### config.mk
export PLATFORM = sky130hd
export DESIGN_NAME = riscv_fetch_stage_flat
export DESIGN_NICKNAME = d
export VERILOG_FILES = /design/src/rtl/riscv_fetch_stage_pkg.sv /design/src/rtl/riscv_fetch_stage_if.sv /design/src/rtl/riscv_fetch_stage.sv /design/src/flat_wrapper.sv
export SDC_FILE = /design/constraint.sdc
export NUM_CORES = 1
export LEC_CHECK = 0
export CORE_MARGIN = 1.5
export CORE_UTILIZATION = 40
export DETAILED_ROUTE_END_ITERATION = 8
export HOLD_SLACK_MARGIN = 0.05
export PLACE_DENSITY_LB_ADDON = 0.1
export SLEW_MARGIN = 0
export SYNTH_ARGS = -nofsm -noshare
export SYNTH_HDL_FRONTEND = slang
export SYNTH_SLANG_ARGS = --single-unit
### constraint.sdc
create_clock -name clk -period 3.84 [get_ports clk]
set_clock_uncertainty 0.15 [all_clocks]
set_input_delay 0.384 -clock clk [delete_from_list [all_inputs] [get_ports clk]]
set_output_delay 0.384 -clock clk [all_outputs]
set_load 0.01 [all_outputs]
### src/rtl/riscv_fetch_stage_pkg.sv
// Shared types and constants for the RV32I instruction fetch stage.
// Provides the IF/ID register layout, the fetch FSM encoding and the bubble word.
package riscv_fetch_stage_pkg;

    typedef enum logic [1:0] {
        S_REQ   = 2'd0,
        S_WAIT  = 2'd1,
        S_HOLD  = 2'd2,
        S_DRAIN = 2'd3
    } fetch_state_t;

    typedef struct packed {
        logic [31:0] pc;
        logic [31:0] instr;
    } if_id_reg_t;

    // addi x0,x0,0
    localparam logic [31:0] NOP_INSTR = 32'h0000_0013;

    // Sequential fetch address; wraps modulo 2^32 by construction.
    function automatic logic [31:0] pc_inc(input logic [31:0] pc);
        return pc + 32'd4;
    endfunction

    function automatic logic [31:0] word_align(input logic [31:0] addr);
        return {addr[31:2], 2'b00};
    endfunction

endpackage

### src/rtl/riscv_fetch_stage_if.sv
// Fetch-stage bundle: instruction memory handshake, hazard/redirect controls and IF/ID output.
// The master modport is the fetch stage; the slave modport is memory plus the rest of the core.
interface riscv_fetch_stage_if;
    import riscv_fetch_stage_pkg::*;

    logic        imem_req_o;
    logic [31:0] imem_addr_o;
    logic        imem_gnt_i;
    logic        imem_rvalid_i;
    logic [31:0] imem_rdata_i;
    logic        stall_i;
    logic        redirect_i;
    logic [31:0] redirect_pc_i;
    if_id_reg_t  if_id_o;
    logic        if_id_valid_o;

    modport master (
        output imem_req_o,
        output imem_addr_o,
        input  imem_gnt_i,
        input  imem_rvalid_i,
        input  imem_rdata_i,
        input  stall_i,
        input  redirect_i,
        input  redirect_pc_i,
        output if_id_o,
        output if_id_valid_o
    );

    modport slave (
        input  imem_req_o,
        input  imem_addr_o,
        output imem_gnt_i,
        output imem_rvalid_i,
        output imem_rdata_i,
        output stall_i,
        output redirect_i,
        output redirect_pc_i,
        input  if_id_o,
        input  if_id_valid_o
    );

endinterface

### src/rtl/riscv_fetch_stage.sv
// Non-pipelined instruction fetch: one outstanding word request, IF/ID register,
// a one-entry hold buffer for stalled responses and a drain state to kill stale responses.
module riscv_fetch_stage #(
    parameter logic [31:0] RESET_PC  = 32'h0000_0000,
    parameter logic [31:0] NOP_INSTR = riscv_fetch_stage_pkg::NOP_INSTR
) (
    input  logic                  clk,
    input  logic                  rst_n,
    riscv_fetch_stage_if.master   fetch
);
    import riscv_fetch_stage_pkg::*;

    fetch_state_t state_q, state_n;
    logic [31:0]  pc_q, pc_n;
    if_id_reg_t   hold_q, hold_n;
    if_id_reg_t   if_id_q, if_id_n;
    logic         vld_q, vld_n;
    logic         if_id_free;

    // Low address bits of the redirect target are discarded by alignment.
    logic unused_redirect_lsb;
    assign unused_redirect_lsb = ^fetch.redirect_pc_i[1:0];

    assign fetch.imem_req_o    = rst_n && (state_q == S_REQ);
    assign fetch.imem_addr_o   = pc_q;
    assign fetch.if_id_o       = if_id_q;
    assign fetch.if_id_valid_o = vld_q;

    assign if_id_free = !vld_q || !fetch.stall_i;

    always_comb begin
        state_n = state_q;
        pc_n    = pc_q;
        hold_n  = hold_q;
        if_id_n = if_id_q;
        vld_n   = vld_q;

        if (fetch.redirect_i) begin
            pc_n          = word_align(fetch.redirect_pc_i);
            if_id_n.instr = NOP_INSTR;
            vld_n         = 1'b0;
            hold_n        = '0;
            // A request already granted but not yet answered must be drained.
            unique case (state_q)
                S_REQ:   state_n = fetch.imem_gnt_i    ? S_DRAIN : S_REQ;
                S_WAIT:  state_n = fetch.imem_rvalid_i ? S_REQ   : S_DRAIN;
                S_HOLD:  state_n = S_REQ;
                S_DRAIN: state_n = fetch.imem_rvalid_i ? S_REQ   : S_DRAIN;
                default: state_n = S_REQ;
            endcase
        end else begin
            if (!fetch.stall_i) begin
                vld_n = 1'b0;
            end
            unique case (state_q)
                S_REQ: begin
                    if (fetch.imem_gnt_i) begin
                        state_n = S_WAIT;
                    end
                end
                S_WAIT: begin
                    if (fetch.imem_rvalid_i) begin
                        if (if_id_free) begin
                            if_id_n = '{pc: pc_q, instr: fetch.imem_rdata_i};
                            vld_n   = 1'b1;
                            pc_n    = pc_inc(pc_q);
                            state_n = S_REQ;
                        end else begin
                            hold_n  = '{pc: pc_q, instr: fetch.imem_rdata_i};
                            state_n = S_HOLD;
                        end
                    end
                end
                S_HOLD: begin
                    if (!fetch.stall_i) begin
                        if_id_n = hold_q;
                        vld_n   = 1'b1;
                        pc_n    = pc_inc(pc_q);
                        state_n = S_REQ;
                    end
                end
                S_DRAIN: begin
                    if (fetch.imem_rvalid_i) begin
                        state_n = S_REQ;
                    end
                end
                default: state_n = S_REQ;
            endcase
        end
    end

    always_ff @(posedge clk) begin
        if (!rst_n) begin
            state_q <= S_REQ;
            pc_q    <= RESET_PC;
            hold_q  <= '0;
            if_id_q <= '{pc: 32'h0, instr: NOP_INSTR};
            vld_q   <= 1'b0;
        end else begin
            state_q <= state_n;
            pc_q    <= pc_n;
            hold_q  <= hold_n;
            if_id_q <= if_id_n;
            vld_q   <= vld_n;
        end
    end

endmodule

### src/flat_wrapper.sv
// flat-port wrapper written by rule: the top's interface ports become plain ports
module riscv_fetch_stage_flat import riscv_fetch_stage_pkg::*;
#(
    parameter logic [31:0] RESET_PC  = 32'h0000_0000,
    parameter logic [31:0] NOP_INSTR = riscv_fetch_stage_pkg::NOP_INSTR
)
  (clk, rst_n, fetch_imem_req_o, fetch_imem_addr_o, fetch_imem_gnt_i, fetch_imem_rvalid_i, fetch_imem_rdata_i, fetch_stall_i, fetch_redirect_i, fetch_redirect_pc_i, fetch_if_id_o, fetch_if_id_valid_o);
  riscv_fetch_stage_if fetch_i ();
  input  logic clk;
  input  logic rst_n;
  output wire logic [$bits(fetch_i.imem_req_o)-1:0] fetch_imem_req_o;
  output wire logic [$bits(fetch_i.imem_addr_o)-1:0] fetch_imem_addr_o;
  input wire logic [$bits(fetch_i.imem_gnt_i)-1:0] fetch_imem_gnt_i;
  input wire logic [$bits(fetch_i.imem_rvalid_i)-1:0] fetch_imem_rvalid_i;
  input wire logic [$bits(fetch_i.imem_rdata_i)-1:0] fetch_imem_rdata_i;
  input wire logic [$bits(fetch_i.stall_i)-1:0] fetch_stall_i;
  input wire logic [$bits(fetch_i.redirect_i)-1:0] fetch_redirect_i;
  input wire logic [$bits(fetch_i.redirect_pc_i)-1:0] fetch_redirect_pc_i;
  output wire logic [$bits(fetch_i.if_id_o)-1:0] fetch_if_id_o;
  output wire logic [$bits(fetch_i.if_id_valid_o)-1:0] fetch_if_id_valid_o;
  assign fetch_imem_req_o = fetch_i.imem_req_o;
  assign fetch_imem_addr_o = fetch_i.imem_addr_o;
  assign fetch_i.imem_gnt_i = fetch_imem_gnt_i;
  assign fetch_i.imem_rvalid_i = fetch_imem_rvalid_i;
  assign fetch_i.imem_rdata_i = fetch_imem_rdata_i;
  assign fetch_i.stall_i = fetch_stall_i;
  assign fetch_i.redirect_i = fetch_redirect_i;
  assign fetch_i.redirect_pc_i = fetch_redirect_pc_i;
  assign fetch_if_id_o = fetch_i.if_id_o;
  assign fetch_if_id_valid_o = fetch_i.if_id_valid_o;
  riscv_fetch_stage #(.RESET_PC(RESET_PC), .NOP_INSTR(NOP_INSTR)) u_core (.clk(clk), .rst_n(rst_n), .fetch(fetch_i));
endmodule
== Word-level counts from Yosys, hierarchy flattened ==
Cells that the tools add are included.

* Memories kept: 0
* Bits in latches: 0
* Memory bits (read-only): 0
* RAM bits: 0
* Register bits: 163
* Word-level logic and storage cells: 61

* Reduce and logical (&&, ||, !) cells: 14
* $add $sub $neg: 1
* Multipliers: 0
* Div/mod/pow operators: 0
* Mux-type cells: 24
* Shifts and indexed selects: 0
* Bitwise gates (word level): 3
* Eq/ne operators: 11
* Order comparisons: 0

{| class="wikitable"
|+ Operators with widths
! kind !! number
|-
| $mux 64 || 3
|-
| $mux 32 || 4
|-
| $pmux 64 s2 || 1
|-
| $pmux 32 s2 || 1
|-
| $add 32x3->32 const B || 1
|-
| $mux 2 || 8
|-
| $ne 3x3->1 const B || 4
|-
| $reduce_and 4->1 || 3
|-
| $pmux 2 s4 || 1
|-
| $pmux 2 s3 || 1
|-
| $reduce_and 5->1 || 1
|-
| $eq 2x2->1 const B || 2
|-
| $mux 1 || 4
|-
| $ne 2x2->1 const B || 2
|-
| $reduce_or 2->1 || 2
|-
| $ne 3x2->1 const B || 1
|-
| $not 1->1 || 3
|-
| $reduce_and 3->1 || 1
|-
| $reduce_bool 3->1 || 1
|-
| $eq 2x1->1 const B || 1
|-
| $logic_not 1->1 || 2
|-
| $logic_not 2->1 || 1
|-
| $ne 2x1->1 const B || 1
|-
| $pmux 1 s2 || 1
|-
| 3 further kinds || 3
|}

== Depth between registers and ports, before layout ==
Gate-level depths: netlist of run 1.

* Depth after elaboration: 6
* Depth in mapped cells: 9

== Worst setup path before layout of run 1 ==
OpenSTA, ideal clock, no wires.

* Path kind: reg-to-reg
* Start point: register u_core.state_q[0]
* End point: register u_core.pc_q[26] (netlist: u_core.fetch.imem_addr_o[26])
* Period minus slack after synthesis: 2.293 ns
* Setup time: 0.074 ns
* Stages on the path, launching flop included: 8
* Data arrival time: 2.069 ns
* Required time: 3.616 ns
* Slack: 1.547 ns
* Cell sequence: dfxtp_1 > inv_1 > ha_1 > or2_1 > o32ai_4 > nand2_2 > or4_1 > a31oi_1

* Cells in the longest elaborated chain, start to end: 3
* Elaborated cells between the ends (all ways): 9
* Classes of those cells: eq/ne (5); mux (2); reduce/logical (2)

{| class="wikitable"
|+ Ends and longest elaborated chain
! item !! RTL line !! source
|-
| from (decl) || riscv_fetch_stage.sv:13 || <nowiki>fetch_state_t state_q, state_n;</nowiki>
|-
| from (signal assigned) || riscv_fetch_stage.sv:100 || <nowiki>state_q <= state_n;</nowiki>
|-
| $eq 2x1->1 / $eq 2x2->1 (equally long branches) || riscv_fetch_stage.sv:55 || <nowiki>unique case (state_q)</nowiki>
|-
| $ne 3x2->1 (no source line), or another cell as far along || - ||
|-
| $reduce_and 4->1 (no source line) / $mux 32 (equally long branches) || - ||
|-
| to (signal assigned) || riscv_fetch_stage.sv:101 || <nowiki>pc_q <= pc_n;</nowiki>
|-
| to (decl) || riscv_fetch_stage.sv:14 || <nowiki>logic [31:0] pc_q, pc_n;</nowiki>
|}

Parallel ways exist; a longest one is shown, timed or not.
A chain may end at the register's enable or synchronous reset.

== Worst setup path after layout of run 1 ==
* Start point: register u_core.state_q[1]
* End point: register u_core.pc_q[23] (netlist: u_core.fetch.imem_addr_o[23])

Same word-level chain as after synthesis.

==> run summary, run 1 <==
Yosys instantiated no cell more often than sky130_fd_sc_hd__nand2_1. Dividing total power by cell area gives a power density of 442.4 nW/um^2. Yosys mapped a number of flops with a built-in enable equal to 0.

For this design the static power due to leakage is 3.400 nW. In this run the register-to-register setup slack is 1.08 ns. The largest fanout on the critical path came out at 7. The actual transition at the worst max-transition pin came out at 0.8529 ns.

The run gives 314.7 uV as the maximum ir drop on the vdd rail. The count of buffering cells on the critical path with inverters included is 1, and the post-route standard cell area excluding fillers is 9311 um^2. In the global route stage, met2 resource usage came out at 33.85%. The kind of end point of the critical path was a flip-flop. Traced cell by cell, the critical path runs through inv_1 > ha_1 > nand2_1 > o22ai_2 > nand4_1 > or4_1 > a31oi_1. The post-route netlist has 7.553% of its cells at a drive strength greater than 1. The clock passes through at most 2 buffers. The max-slew violation count is 0, and the number of storage elements in the synthesis netlist is 157. The post-route clock period utilization is 71.76%, and the utilization after layout is 55.56%. The post-CTS setup-driven buffer insertion count is 0. The placer congestion estimate is 0.7831, and the fraction of post-synthesis cell area in the top cell type by area is 45.45%. In this run the worst hold path is classified as in -> reg. The fraction of the yosys area taken by sequential cells was 45.45%. TritonCTS built the clock tree. Worst setup path category: reg -> reg.

The tools report the number of gates resized after cts as 0. The total overflow left after global routing is 0. The tools report the number of hold buffers added after CTS as 0.

The floorplan step defined a core boundary enclosing 16760 um^2. Setup repair after global routing left no endpoint under its margin. After the last flow step, the layout net total stands at 1003.

For the worst flop-to-flop path, the logic depth is 7. Global-route wire length before repair: 29570 um. By area the synthesized netlist is led by sky130_fd_sc_hd__dfxtp_1 45%, sky130_fd_sc_hd__nand2_1 9.5%, sky130_fd_sc_hd__mux2i_1 8.7%. For the worst setup path, the data arrival time is 2.95 ns. The tools report the number of standard cells after synthesis as 792. Clock latency on the worst-skew pair, taken at its later pin, is 0.41 ns. Wires add up to 18700 um. The maximum cell stage delay along the critical path works out to 0.58 ns. Following the worst setup path forward leads to its endpoint at u_core.fetch.imem_addr_o[23]$_SDFFE_PN0P_.

The instance count on the critical path was 7. The vertical extent of the die came out at 134.5 um. The endpoint required time on the critical path is 4.03 ns, and the number of global-route vias before repair is 5756.

In this run the remaining antenna-violating nets after routing total 0. STA classifies the critical path startpoint as a flip-flop. The TritonCTS sink count is 157. Summed over all nets, the half-perimeter wirelength after detailed placement is 12500 um. The tools report the worst-case setup margin in the final layout as 1.084 ns. The worst register-to-register path ends at u_core.fetch.imem_addr_o[23]$_SDFFE_PN0P_.

Yosys printed 0 warnings. 0 antenna diodes ended up in the layout. The horizontal die dimension works out to 134.5 um.

For the clock buffer count from CTS, the log shows 17. During placement, the flow inserted port buffers numbering 161. Cell at the root of the clock tree: sky130_fd_sc_hd__clkbuf_16. The per-instance average area after synthesis was 8.732 um^2; the hold violation count in the final report was 0. The worst hold path passes through 3 cells.

The minimum setup slack after placement is 0.9569 ns. By count the netlist is led by 175 x sky130_fd_sc_hd__nand2_1, 157 x sky130_fd_sc_hd__dfxtp_1, 87 x sky130_fd_sc_hd__a21oi_1. The largest individual stage delay along the critical path comes from the cell sky130_fd_sc_hd__or4_1. The number of design rule violations left after detail routing is 0, and the number of distinct library cells after synthesis is 48.

The run gives 8727 um^2 as the post-place instance area. The startpoint of the most critical register-to-register path is u_core.state_q[1]$_SDFFE_PN0P_. The initial utilization of the core area, before any placement, comes to 41.26%.

The number of antenna violations at the first check in global routing was 0. Grouping stages by cell kind, the critical path spends the most delay in simple AND/OR/NAND/NOR gates. The post-layout minimum cycle time was 2.756 ns; the number of max-capacitance violations reported was 0.

Dividing the detail-routed wire length by the instance count gives 16.12 um. Global routing consumed, on the met3 layer, 4.767% of the routing resources. The run gives 5 as the detailed-routing iteration count for the pre-antenna-repair pass. In this run the count of I/O pins placed on the die edge is 168. The clock-pin transition on the worst setup and hold timing paths is 0.06 ns. After layout, the design draws a total of 4.119 mW.

Final total negative setup slack: 0 ns. The vias per cell is 5.260. The most used routing layer in global routing was met2. The most used flip-flop cell after synthesis is sky130_fd_sc_hd__dfxtp_1. Summing every instance area after synthesis gives 6915 um^2. The tools report the number of H-tree branching levels as 4.

Global routing consumed, over all layers together, 20.53% of the routing resources. Cell taking the most area after synthesis: sky130_fd_sc_hd__dfxtp_1. In the global route stage, met1 resource usage came out at 26.96%. In this run the tightest slew margin relative to its limit is 43.02%.

The routed layout has 6102 vias. The die footprint was 18090 um^2; the number of placement rows was 47. Setup violations remaining at the end of the flow were counted as 0.

The area overhead of the layout relative to synthesis came out at 34.65%. The run finished with clean final reports. The share of flip-flops with an asynchronous set or reset came out at 0%. The most critical setup path has its startpoint at u_core.state_q[1]$_SDFFE_PN0P_. For the largest net degree at the start of global routing, the log shows 65. In this run, the number of DRC markers left after iteration 0 of detailed routing was 326.

Maximum frequency from static timing analysis: 362.9 MHz.
-- sequential cells by signal, indices dropped and copies added (netlist names) --
register and flops:
u_core.fetch.if_id_o 62, u_core.hold_q 62, u_core.fetch.imem_addr_o 30, u_core.state_q 2, u_core.fetch.if_id_valid_o 1
-- layout make-up --
type,instances,area [um^2]
Tap cell,220,275.3
Timing Repair Buffer,177,1739
Clock inverter,13,141.4
Clock buffer,19,442.9
Inverter,8,30.03
Multi-Input combinational cell,566,3540
Sequential cell,157,3143
Fill cell,1485,7448
-- through the flow --
| step | hold WS (ns) | cells |
|---|---|---|
| 5_1_grt | 0.1241 | 1160 |
| 2_1_floorplan | 0.2829 | 795 |
| 3_3_place_gp | 0.2884 | 1128 |
| 3_5_place_dp | 0.2963 | 1128 |
| 4_1_cts | 0.1114 | 1160 |
| 6_report | 0.1299 | 1160 |
-- power breakdown --
group	switching, mW	internal, mW	total (mW)	leakage, nW
registers	0.0832	1.71	1.80	1.28
clock network	0.679	0.978	1.66	0.291
logic	0.324	0.342	0.666	1.83
total	1.09	3.03	4.12	3.40
-- worst min path at each step --
| stage | start | endpoint | slack (ns) |
|---|---|---|---|
| after floorplan | u_core.hold_q[0]$_SDFFE_PP0P_ | u_core.hold_q[0]$_SDFFE_PP0P_ | 0.28 |
| after global placement | u_core.hold_q[1]$_SDFFE_PP0P_ | u_core.hold_q[1]$_SDFFE_PP0P_ | 0.29 |
| after detailed placement | u_core.hold_q[15]$_SDFFE_PP0P_ | u_core.hold_q[15]$_SDFFE_PP0P_ | 0.30 |
| after CTS | rst_n | u_core.state_q[0]$_SDFFE_PN0P_ | 0.11 |
| after global routing | rst_n | u_core.state_q[0]$_SDFFE_PN0P_ | 0.12 |
| final | rst_n | u_core.state_q[0]$_SDFFE_PN0P_ | 0.13 |
-- cell families (layout without fill, tap and decap cells) --
logic type                 Yosys count  in the layout  share of synthesized area, %
DFF                                157            157                         45.45
and+or+nand+nor                    268            268                         17.86
xor gates and xnor gates            24             24                         3.040
adders and majority gates            6              6                         1.086
buffers and inverters               72            217                         4.270
other                                1              4                       0.05423
AOI/OAI and AO/OA                  201            201                         19.07
muxes                               63             63                         9.173
-- cell usage in the layout (no fill, tap or decap), drive strengths merged, types with 17 or more instances in the layout --
master,n
clkbuf,19
o21ai,32
nor2,31
nand2,177
dfxtp,157
a211oi,30
a21oi,87
clkdlybuf4s50,160
o211a,32
mux2i,60
buf,17
-- layer usage --
layer	share of wire (%)	wire length, um	up-vias
met4	0.60	113	0
met3	4.7	879	9
met1	47	8782	2914
met2	48	8925	134
li1	-	-	3045
met5	0	0	-
-- worst min-delay path, delay by kind of cell --
kind | cells | cell delay, ns
buf+inv | 1 | 0.14
compound gates | 1 | 0.04
simple gates | 1 | 0.08
No activity file was read; power rests on OpenSTA's default activity.
==> inputs of run 2 (changes only) <==
==> constraint.sdc (replaced) <==
create_clock -name clk -period 2.57 [get_ports clk]
set_clock_uncertainty 0.15 [all_clocks]
set_input_delay 0.257 -clock clk [delete_from_list [all_inputs] [get_ports clk]]
set_output_delay 0.257 -clock clk [all_outputs]
set_load 0.01 [all_outputs]
==> run 2 against run 1 <==
Worst hold slack improved by 0.13 ns. Combinational power increased by 62%. Count of clock-buffer cells in the layout is 1 lower. Register-to-register slack got worse by 0.93 ns. Design area is 2.0% higher. Critical endpoint is now u_core.fetch.imem_addr_o[28]$_SDFFE_PN0P_.
==> run summary, run 2 (same netlist as run 1, synthesis figures left out) <==
The flow ran to the end, and the final reports show no timing, DRC or antenna violations. In the finished design, the share of the clock period the worst path needs comes to 94.11%. The tools report the fraction of power consumed by sequential logic as 43.8%.

From bottom edge to top edge, the die measures 134.5 um. The detailed-routing iteration count for the pre-antenna-repair pass was 5. The detailed router placed 6187 vias in this run. The count of buffers inserted at the top-level ports was 161; the endpoint arrival time on the critical path was 2.62 ns. Max-cap violations in this run came to 0.

Summed over all layers, the global routing overflow is 0. Traced cell by cell, the critical path runs through inv_1 > ha_1 > nand2_1 > o32ai_4 > nand2_2 > or4_1 > a31oi_1. The TritonCTS sink count came out at 157. The root buffer cell chosen for the clock tree is sky130_fd_sc_hd__clkbuf_16.

The largest fanout on the critical path works out to 7. The die covers 18090 um^2. The tools report the leakage power as 3.501 nW. At the later pin of the worst-skew pair, clock insertion delay measures 0.42 ns. The hold violation count in the final report came out at 0. Global routing used 21.12% of the available tracks across all layers.

Power spread over the standard cell area amounts to 640.6 nW/um^2. After legalization and detailed placement, the total HPWL measured 12660 um. The routed design has 18830 um of wire. The worst setup path is captured at a flip-flop. The number of H-tree branching levels is 4.

The headroom to the max-slew limit is 54.01%, and the area of the multi-input gates is 3550 um^2. The repair_antennas step left the layout with diodes totalling 0. The first global-routing pass estimated 30630 um of wire. Post-layout minimum cycle time: 2.419 ns.

The internal cell power was 4.393 mW. OpenSTA, run right after detailed placement, puts the worst setup slack at 0.01434 ns. The clock buffer count from CTS came out at 17. Clock-pin transition on the worst setup and hold timing paths: 0.07 ns. The tools report the number of nets in the layout as 1026. The first routing iteration left 419 violations. The design draws 6.086 mW. Summed over all failing endpoints, the final setup total negative slack is 0 ns. For this run, design rule violations remaining after detail routing come to 0. For the starting utilization of the core area, the log shows 41.26%.

Of the total power, the share spent switching nets is 27.82%. In the final layout, the share of cells above drive strength 1 is 9.865%. The class of the tightest hold or removal check is in -> reg. IR analysis of the VDD net gives a maximum drop of 492.2 uV. The actual transition at the worst max-transition pin came out at 0.6898 ns. The number of global-route vias before repair is 6010. The total net switching power is 1.693 mW, and the sequential cell area is 3143 um^2. The critical path in this run is classified as reg -> reg. Using the TritonRoute via totals, the vias-per-cell ratio works out to 5.230. The fill cell total of the finished layout is 1472, and the maximum frequency from static timing analysis is 413.5 MHz. 168 I/O pins were placed. Master of the slowest instance on the critical path: sky130_fd_sc_hd__or4_1. STA classifies the critical path startpoint as a flip-flop. In this design, the stage delay of the slowest critical-path cell is 0.52 ns.

The area overhead of the layout relative to synthesis was 37.40%. The library cell used most frequently in the layout, excluding fill and tap cells, is sky130_fd_sc_hd__nand2_1. Setup repair after global routing left no endpoint under its margin. The endpoint required time on the critical path is 2.77 ns.

Dividing the detail-routed wire length by the instance count gives 15.92 um. The placer congestion estimate is 0.8350, and the horizontal die dimension is 134.5 um. The logs give 17.8% for the portion of total power attributed to combinational logic and 47 for the number of placement rows.

For the worst-case setup margin in the final layout, the log shows 0.1514 ns. The top cell types in the final layout, fill and taps aside, are 174 x sky130_fd_sc_hd__nand2_1, 160 x sky130_fd_sc_hd__clkdlybuf4s50_1, 157 x sky130_fd_sc_hd__dfxtp_1. For the max-slew violation count, the log shows 0. Entering global routing, the biggest net connects 60 pins. In this run the deepest clock path goes through 2 buffers. The tools report the number of antenna violations at the first check in global routing as 0.

TritonCTS built the clock tree. The floorplan step defined a core boundary enclosing 16760 um^2. The clock network is responsible for 38.5% of the overall power.

Setup violations remaining at the end of the flow were counted as 0. The tools report the remaining antenna violation count after routing as 0.
==> run 2: changes by cell type in the layout (fill, tap and decap cells not counted), sizes merged <==
cell and delta:
buf +21, clkinv -5, inv +5, clkinvlp +3
bufinv -2, a21oi +1, clkbuf -1, dlygate4sd3 +1
==> run 2: timing repair <==
action,4_1_cts,5_1_grt
endpoints found under the hold margin,3,0
setup endpoints to repair,0,33
setup buffers,0,4
gates resized for setup,0,2
hold buffers,1,0
==> run 2: path summary, 6_finish.rpt <==
check	start	end	slack, ns	cells after the start
min	fetch_imem_rdata_i[20]	u_core.hold_q[20]$_SDFFE_PP0P_	0.26	3
max reg2reg	u_core.state_q[1]$_SDFFE_PN0P_	u_core.fetch.imem_addr_o[28]$_SDFFE_PN0P_	0.15	7
min reg2reg	u_core.hold_q[19]$_SDFFE_PP0P_	u_core.hold_q[19]$_SDFFE_PP0P_	0.31	2
max	u_core.state_q[1]$_SDFFE_PN0P_	u_core.fetch.imem_addr_o[28]$_SDFFE_PN0P_	0.15	7
==> run 2: per-stage QoR <==
step	instance area (um^2)	hold WS (ns)	util (%)	instances
5_1_grt	9502	0.2638	56.69	1183
4_1_cts	9462	0.2458	56.45	1178
2_1_floorplan	6927	0.2373	-	795
3_5_place_dp	8905	0.2961	53.13	1145
6_report	9502	0.2564	56.69	1183
3_3_place_gp	8905	0.2888	53.13	1145
==> run 2: metal layers <==
| metal | vias to the layer above | wire, um | track usage, % |
|---|---|---|---|
| met5 | - | 0 | 0 |
| met2 | 145 | 8987 | 35.01 |
| met1 | 2943 | 8779 | 27.84 |
| met3 | 14 | 875 | 4.767 |
| met4 | 0 | 186 | 5.496 |
| li1 | 3085 | - | - |
==> run 2: cell type report <==
| class | instances | area share, % |
|---|---|---|
| Tap cell | 220 | 2.897 |
| Clock buffer | 18 | 4.622 |
| Sequential cell | 157 | 33.08 |
| Clock inverter | 14 | 1.132 |
| Multi-Input combinational cell | 567 | 37.36 |
| Inverter | 8 | 0.3160 |
| Timing Repair Buffer | 199 | 20.60 |
==> run 2: power groups by stage <==
| stage | clock, mW | combinational, mW | sequential [mW] |
|---|---|---|---|
| after CTS | 2.40 | 1.07 | 2.66 |
| after floorplan | 0 | 0.471 | 2.76 |
| after detailed placement | 0 | 1.06 | 2.72 |
| after global placement | 0 | 1.04 | 2.71 |
| after global routing | 2.50 | 1.17 | 2.68 |
| final | 2.34 | 1.08 | 2.66 |
==> run 2: worst max-delay path, delay by kind of cell, from the launching register on <==
| family | cells | cell delay, ns |
|---|---|---|
| adders and majority gates | 1 | 0.34 |
| and+or+nand+nor | 3 | 0.87 |
| buffers and inverters | 1 | 0.13 |
| DFF | 1 | 0.36 |
| AOI/OAI and AO/OA | 2 | 0.51 |
